**src/rtl/posit_encode_8_es3_if.sv**
```systemverilog
// posit_encode_8_es3_if: handshake bundle between the raw ES3 adder, the posit encoder and its consumer.
// Signals: in_sum {sgn, scale[8:0], fraction[28:0], inf, zero}, in_truncated, in_valid, in_ready,
//          out_posit, out_valid, out_ready, plus out_inexact when POSIT_ENC_INEXACT_EN is defined.
// Modports: master = producer/consumer side, slave = encoder side.
interface posit_encode_8_es3_if;
   logic [40:0] in_sum;
   logic        in_truncated;
   logic        in_valid;
   logic        in_ready;
   logic [7:0]  out_posit;
   logic        out_valid;
   logic        out_ready;
`ifdef POSIT_ENC_INEXACT_EN
   logic        out_inexact;
   modport master (output in_sum, in_truncated, in_valid, out_ready,
                   input in_ready, out_posit, out_valid, out_inexact);
   modport slave (input in_sum, in_truncated, in_valid, out_ready,
                  output in_ready, out_posit, out_valid, out_inexact);
`else
   modport master (output in_sum, in_truncated, in_valid, out_ready,
                   input in_ready, out_posit, out_valid);
   modport slave (input in_sum, in_truncated, in_valid, out_ready,
                  output in_ready, out_posit, out_valid);
`endif
endinterface

```
**src/rtl/posit_encode_8_es3.sv**
```systemverilog
// posit_encode_8_es3: rounds the raw ES3 adder sum into an 8-bit posit (es=3) over a 3-stage pipeline.
// Ports: clk; rst_n (asynchronous, active-low); bus (posit_encode_8_es3_if.slave):
//        in_sum/in_truncated/in_valid/out_ready in, in_ready/out_posit/out_valid out.
// Option: POSIT_ENC_INEXACT_EN adds bus.out_inexact (guard|sticky or clamp of the emitted item).
module posit_encode_8_es3 (
   input logic                 clk,
   input logic                 rst_n,
   posit_encode_8_es3_if.slave bus
);
   logic              adv;
   logic              s1_v, s1_trunc;
   logic [40:0]       s1_sum;
   logic signed [8:0] s1_scale;
   logic              s2_v, s2_sgn, s2_nar, s2_zero, s2_hi, s2_lo, s2_trunc;
   logic [3:0]        s2_k;
   logic [2:0]        s2_e, sh;
   logic [28:0]       s2_frac;
   logic              fill, guard, sticky, up;
   logic [39:0]       bits;
   logic [7:0]        rnd, posit, o_p;
   logic [6:0]        mag;
   logic              o_v;
   assign adv           = ~o_v | bus.out_ready;
   assign bus.in_ready  = adv;
   assign bus.out_valid = o_v;
   assign bus.out_posit = o_p;
   assign s1_scale      = s1_sum[39:31];
   always_ff @(posedge clk or negedge rst_n)
      if (!rst_n) begin
         s1_v     <= 1'b0;
         s1_sum   <= '0;
         s1_trunc <= 1'b0;
         s2_v     <= 1'b0;
         s2_sgn   <= 1'b0;
         s2_nar   <= 1'b0;
         s2_zero  <= 1'b0;
         s2_hi    <= 1'b0;
         s2_lo    <= 1'b0;
         s2_k     <= '0;
         s2_e     <= '0;
         s2_frac  <= '0;
         s2_trunc <= 1'b0;
         o_v      <= 1'b0;
         o_p      <= 8'h00;
      end else if (adv) begin
         s1_v     <= bus.in_valid;
         s1_sum   <= bus.in_sum;
         s1_trunc <= bus.in_truncated;
         s2_v     <= s1_v;
         s2_sgn   <= s1_sum[40];
         s2_nar   <= s1_sum[1];
         s2_zero  <= s1_sum[0];
         s2_hi    <= s1_scale > 9'sd48;
         s2_lo    <= s1_scale < -9'sd48;
         s2_k     <= 4'(s1_scale >>> 3);
         s2_e     <= s1_sum[33:31];
         s2_frac  <= s1_sum[30:2];
         s2_trunc <= s1_trunc;
         o_v      <= s2_v;
         o_p      <= posit;
      end
   // Regime run of 'fill' bits, length k+1 (k>=0) or -k (k<0), is placed by pre-filling 7 copies
   // and shifting the surplus out the top; 3-bit wraparound gives 7+k for negative k.
   always_comb begin
      fill   = ~s2_k[3];
      sh     = fill ? 3'd6 - s2_k[2:0] : 3'd7 + s2_k[2:0];
      bits   = {{7{fill}}, ~fill, s2_e, s2_frac} << sh;
      guard  = bits[32];
      sticky = |bits[31:0] | s2_trunc;
      up     = guard & (sticky | bits[33]);
      rnd    = {1'b0, bits[39:33]} + {7'd0, up};
      mag    = s2_hi ? 7'h7F : s2_lo ? 7'h01 : rnd[7] ? 7'h7F : rnd[6:0] == 7'd0 ? 7'h01 : rnd[6:0];
      posit  = s2_nar ? 8'h80 : s2_zero ? 8'h00 : s2_sgn ? 8'(~{1'b0, mag} + 8'd1) : {1'b0, mag};
   end
`ifdef POSIT_ENC_INEXACT_EN
   logic o_x;
   assign bus.out_inexact = o_x;
   always_ff @(posedge clk or negedge rst_n)
      if (!rst_n) o_x <= 1'b0;
      else if (adv) o_x <= ~s2_nar & ~s2_zero & (s2_hi | s2_lo | guard | sticky);
`endif
endmodule

```
**src/flat_wrapper.sv**
```systemverilog
// flat-port wrapper written by rule: the top's interface ports become plain ports
module posit_encode_8_es3_flat 
  (clk, rst_n, bus_in_sum, bus_in_truncated, bus_in_valid, bus_out_ready, bus_in_ready, bus_out_posit, bus_out_valid);
  posit_encode_8_es3_if bus_i ();
  input logic clk;
  input logic rst_n;
  input wire logic [$bits(bus_i.in_sum)-1:0] bus_in_sum;
  input wire logic [$bits(bus_i.in_truncated)-1:0] bus_in_truncated;
  input wire logic [$bits(bus_i.in_valid)-1:0] bus_in_valid;
  input wire logic [$bits(bus_i.out_ready)-1:0] bus_out_ready;
  output wire logic [$bits(bus_i.in_ready)-1:0] bus_in_ready;
  output wire logic [$bits(bus_i.out_posit)-1:0] bus_out_posit;
  output wire logic [$bits(bus_i.out_valid)-1:0] bus_out_valid;
  assign bus_i.in_sum = bus_in_sum;
  assign bus_i.in_truncated = bus_in_truncated;
  assign bus_i.in_valid = bus_in_valid;
  assign bus_i.out_ready = bus_out_ready;
  assign bus_in_ready = bus_i.in_ready;
  assign bus_out_posit = bus_i.out_posit;
  assign bus_out_valid = bus_i.out_valid;
  posit_encode_8_es3 u_core (.clk(clk), .rst_n(rst_n), .bus(bus_i));
endmodule
```
**config.mk**
```make
export PLATFORM = sky130hd
export DESIGN_NAME = posit_encode_8_es3_flat
export DESIGN_NICKNAME = d
export VERILOG_FILES = /design/src/rtl/posit_encode_8_es3_if.sv /design/src/rtl/posit_encode_8_es3.sv /design/src/flat_wrapper.sv
export SDC_FILE = /design/constraint.sdc
export NUM_CORES = 1
export LEC_CHECK = 0
export ABC_AREA = 0
export BUFFER_PORTS_ARGS = -buffer_cell sky130_fd_sc_hd__buf_2
export CAP_MARGIN = 20
export CORE_MARGIN = 2
export CORE_UTILIZATION = 35
export CTS_BUF_LIST = sky130_fd_sc_hd__clkbuf_4 sky130_fd_sc_hd__clkbuf_8
export DETAILED_ROUTE_END_ITERATION = 7
export PLACE_DENSITY = 0.62
export SLEW_MARGIN = 0
export SYNTH_ARGS = -nofsm -noshare
export SYNTH_HDL_FRONTEND = slang
export SYNTH_SLANG_ARGS = --single-unit
```
**constraint.sdc**
```tcl
create_clock -name clk -period 11 [get_ports clk]
set_clock_uncertainty 0.1 [all_clocks]
set_input_delay 2.75 -clock clk [delete_from_list [all_inputs] [get_ports clk]]
set_output_delay 2.75 -clock clk [all_outputs]
set_load 0.02 [all_outputs]
```
# Yosys cells after proc, flatten, opt, wreduce, memory -nomap -nowiden

Cells that the tools add are included.

Register bits after elaboration: 95
Input port bits: 46
Output and inout port bits: 10
Logic and storage cells: 39

Add/sub/neg operators: 4
$lt $le $gt $ge: 2
Shift operators: 1
Mux-type cells: 8
Bitwise logic cells: 7
Reduce and logical (&&, ||, !) cells: 2

Operator list:

| kind                                                        | count |
|---|---|
| left shift 40 x 3 -> 40 bit                                 | 1 |
| OR reduction 32 bit                                         | 1 |
| two-way mux 7 bit                                           | 4 |
| two-way mux 8 bit                                           | 3 |
| > comparator 9 x 7 -> 1 bit (second input constant)         | 1 |
| less-than comparator 9 x 7 -> 1 bit (second input constant) | 1 |
| adder 7 x 1 -> 8 bit                                        | 1 |
| adder 8 x 1 -> 8 bit (second input constant)                | 1 |
| NOT 7 -> 8 bit                                              | 1 |
| logical NOT 7 bit                                           | 1 |
| adder 3 bit (first input constant)                          | 1 |
| two-way mux 3 bit                                           | 1 |
| OR 1 bit                                                    | 3 |
| subtractor 3 bit (first input constant)                     | 1 |
| NOT 1 bit                                                   | 2 |
| bitwise AND 1 bit                                           | 1 |

# Depth between registers and ports, before layout

Word-level depth: 18
Depth in mapped cells: 21
Depth with buffers taken out: 17

# Worst setup path after synthesis

OpenSTA, ideal clock, no wires.

Path kind: input port to output port
Start: input bus_out_ready
End: output bus_in_ready
Arrival time: 3.459 ns
Required time: 8.150 ns
Slack: 4.691 ns
Cell stages on the path: 4
Path buffers: 2
Cell sequence: nor2b_1 -> clkbuf_1 -> inv_1 -> clkbuf_1

Word-level cells in the longest chain between the ends: 1

RTL lines:

| item            | line                     | source |
|---|---|---|
| start, declared | flat_wrapper.sv:10       | `input wire logic [$bits(bus_i.out_ready)-1:0] bus_out_ready;` |
| OR 1 bit        | posit_encode_8_es3.sv:23 | `assign adv = ~o_v \| bus.out_ready;` |
| end, declared   | flat_wrapper.sv:11       | `output wire logic [$bits(bus_i.in_ready)-1:0] bus_in_ready;` |

No other way between the ends.

# Worst setup path after layout

Same ends and word-level chain as after synthesis.

==> results.json <==
{
  "run_status": "finished, final reports clean",
  "fin_cells": 799,
  "dp_hpwl_microns": 7120,
  "synth-edff-count": 0,
  "worstSkewPairLatency_ns": 0.37,
  "synth_nets": 626,
  "grt_max_degree": 96,
  "synth_area_leaders": "dfrtp_1 49%, nand2_1 19%, a21oi_1 1.6%",
  "io_buffers": 55,
  "cts_buffers": 9,
  "grt_pass1_vias": 3725,
  "peakVddDrop_mv": 0.114,
  "drt-total-wl_microns": 10200,
  "die_w_microns": 122,
  "grt_pass1_wl_microns": 17500,
  "routed_via_density": 4.96,
  "cts_hold_buffers": 0,
  "row_count": 43,
  "dominantRegCellSynth": "dfrtp_1",
  "drv_cap": 0,
  "setup_tns_ns": 0,
  "p_per_area_mw_per_mm2": 297,
  "yosysSeqAreaShare_pct": 48.5,
  "cp_data_arrival_time_ns": 3.96,
  "ant_nets": 0,
  "endpoint_kind": "output port",
  "cts_tree": "done",
  "hold_viol_final": 0,
  "cts.repair.resized": 0,
  "clockBufferDepth": 2,
  "slew_headroom_pct": 40.6,
  "drt_iter0_markers": 206,
  "area_delta_synth_final_pct": 11.7,
  "synth-seq-cells": 95,
  "finalSetupViolCount": 0,
  "path_class": "in2out",
  "gp_congestion": 0.819,
  "yosysWarnings": 0,
  "fp.dieH_microns": 122,
  "ios": 56,
  "yosysMostFrequentCell": "nand2_1",
  "fin_crit_ns": 6.81,
  "post-cts-setup-buffers": 0,
  "critPathMaxFanout": 95,
  "die_area_sq_mm": 0.0150,
  "coreArea_sq_mm": 0.0138,
  "leakagePower_nw": 2.70,
  "max_freq_ghz": 0.147,
  "drt_pass1_iterations": 4,
  "synth_top_area_share_pct": 48.5,
  "wire_per_inst_microns": 12.8,
  "place_inst": 783,
  "drv_slew": 0,
  "clk_pin_slew_worst_paths_ns": 0.09,
  "synthTopCellsByCount": "254 x nand2_1, 95 x dfrtp_1, 18 x clkbuf_1, 16 x a21oi_1, 16 x o21ai_0",
  "whs_ns": 0.369,
  "synth_area_sq_mm": 0.00490,
  "rsz0062_at_grt": "no",
  "nets": 664,
  "numClockSinks": 95,
  "drive_above_1_share_pct": 16.6,
  "period_share_pct": 61.9,
  "via_count": 3963,
  "hold_class": "reg2reg",
  "globalRoute.totalOverflow": 0,
  "synthCells": 576,
  "yosysTopAreaCell": "dfrtp_1",
  "timing.final.ws_setup_ns": 4.19,
  "utilization_pct": 39.7,
  "initial_utilization_pct": 35.6,
  "synth_cell_types": 75,
  "clock-root-buffer": "clkbuf_8",
  "avgSynthCellArea_sq_um": 8.50,
  "worstPathRequired_ns": 8.15,
  "async_flop_share_pct": 100,
  "cts_max_level": 3,
  "diodes": 0,
  "worstMarginPinSlew_ns": 0.891,
  "pre_cts_ws_ns": 4.21,
  "grt_usage_pct": 14.5,
  "nFillCells": 1460,
  "critPathLaunchType": "primary input",
  "drc": 0,
  "antenna_found_initial": 0
}
[cells by family after synthesis]
logic type / after synthesis / synth area share [%]
buffers and inverters: 44 / 3.91
multiplexers: 13 / 2.84
adder cells (fa/ha/maj): 5 / 1.23
AO/OA/AOI/OAI: 84 / 13.5
flip-flops: 95 / 48.5
AND/OR/NAND/NOR: 328 / 28.4
XOR/XNOR: 7 / 1.56
[flip-flops by register name (all words and copies together) (netlist names), 3 cells and up]
name / flops
u_core.s2_e: 3
u_core.s2_frac: 29
u_core.s1_sum: 41
u_core.bus.out_posit: 8
u_core.s2_k: 4
[placed cells by master (no fill, tap or decap), types with 3 or more instances in the layout]
cell | netlist | routed
nand2_1 | 254 | 254
dfrtp_1 | 95 | 95
buf_2 | 3 | 54
a21oi_1 | 16 | 16
o21ai_0 | 16 | 16
nor2_1 | 15 | 15
clkbuf_8 | 0 | 11
inv_1 | 11 | 10
nand3_1 | 9 | 9
mux2i_1 | 8 | 8
nor3_1 | 8 | 8
nand4_1 | 6 | 6
nor4_1 | 6 | 6
nand2b_1 | 4 | 4
and3_1 | 4 | 4
nor2b_1 | 5 | 4
a211oi_1 | 4 | 4
xnor2_1 | 4 | 4
o211ai_1 | 4 | 4
ha_1 | 4 | 4
buf_4 | 2 | 4
inv_2 | 2 | 3
mux2_2 | 3 | 3
o21a_1 | 3 | 3
or3_1 | 3 | 3
clkinv_2 | 0 | 3
[report_power, final]
group / switching (mW) / internal [mW]
clock: 0.121 / 0.0942
sequential: 0.0954 / 0.457
combinational: 0.521 / 0.334
total: 0.738 / 0.885
[worst max-delay path, stage by stage]
cell and delay, ns:
buf_2 0.10, nor2b_4 0.05, inv_2 0.04, buf_4 0.63
buf_2 0.30
[routing by layer]
metal / share of wire [%] / GRT usage [%] / wire [microns] / up-vias
li1: - / - / - / 2007
met1: 47 / 19.1 / 4860 / 1880
met2: 47 / 23.3 / 4810 / 62
met3: 3.2 / 2.70 / 328 / 14
met5: 0 / 0 / 0 / -
met4: 2.4 / 6.61 / 250 / 0
[layout make-up]
class | instances | area, sq um | area share (%)
Multi-Input combinational cell | 437 | 2340 | 42.7
Clock inverter | 5 | 31.3 | 0.572
Tap cell | 180 | 225 | 4.12
Clock buffer | 11 | 151 | 2.77
Inverter | 13 | 48.8 | 0.892
Timing Repair Buffer | 58 | 300 | 5.49
Sequential cell | 95 | 2380 | 43.5
[path summary, 6_finish.rpt]
| path | end | start | slack [ns] | cells past startpoint |
|---|---|---|---|---|
| min in group asynchronous | u_core.s1_v | rst_n | 2.19 | 1 |
| worst min register to register | u_core.s2_v | u_core.s2_v | 0.37 | 2 |
| worst min-delay path | u_core.s2_v | u_core.s2_v | 0.37 | 2 |
| worst max register to register | u_core.bus.out_posit[4] | u_core.s2_k[0] | 6.11 | 16 |
| worst max-delay path | bus_in_ready | bus_out_ready | 4.19 | 5 |
| max in group asynchronous | u_core.s2_k[0] | rst_n | 7.46 | 2 |
[per-stage QoR]
| step | cell area [sq um] | total power [mW] |
|---|---|---|
| finish | 5470 | 1.62 |
| CTS | 5470 | 1.63 |
| floorplan | 4900 | 1.23 |
| detailed placement | 5290 | 1.41 |
| global route | 5470 | 1.75 |
| global placement | 5290 | 1.39 |
No activity file was read; power rests on OpenSTA's default activity.
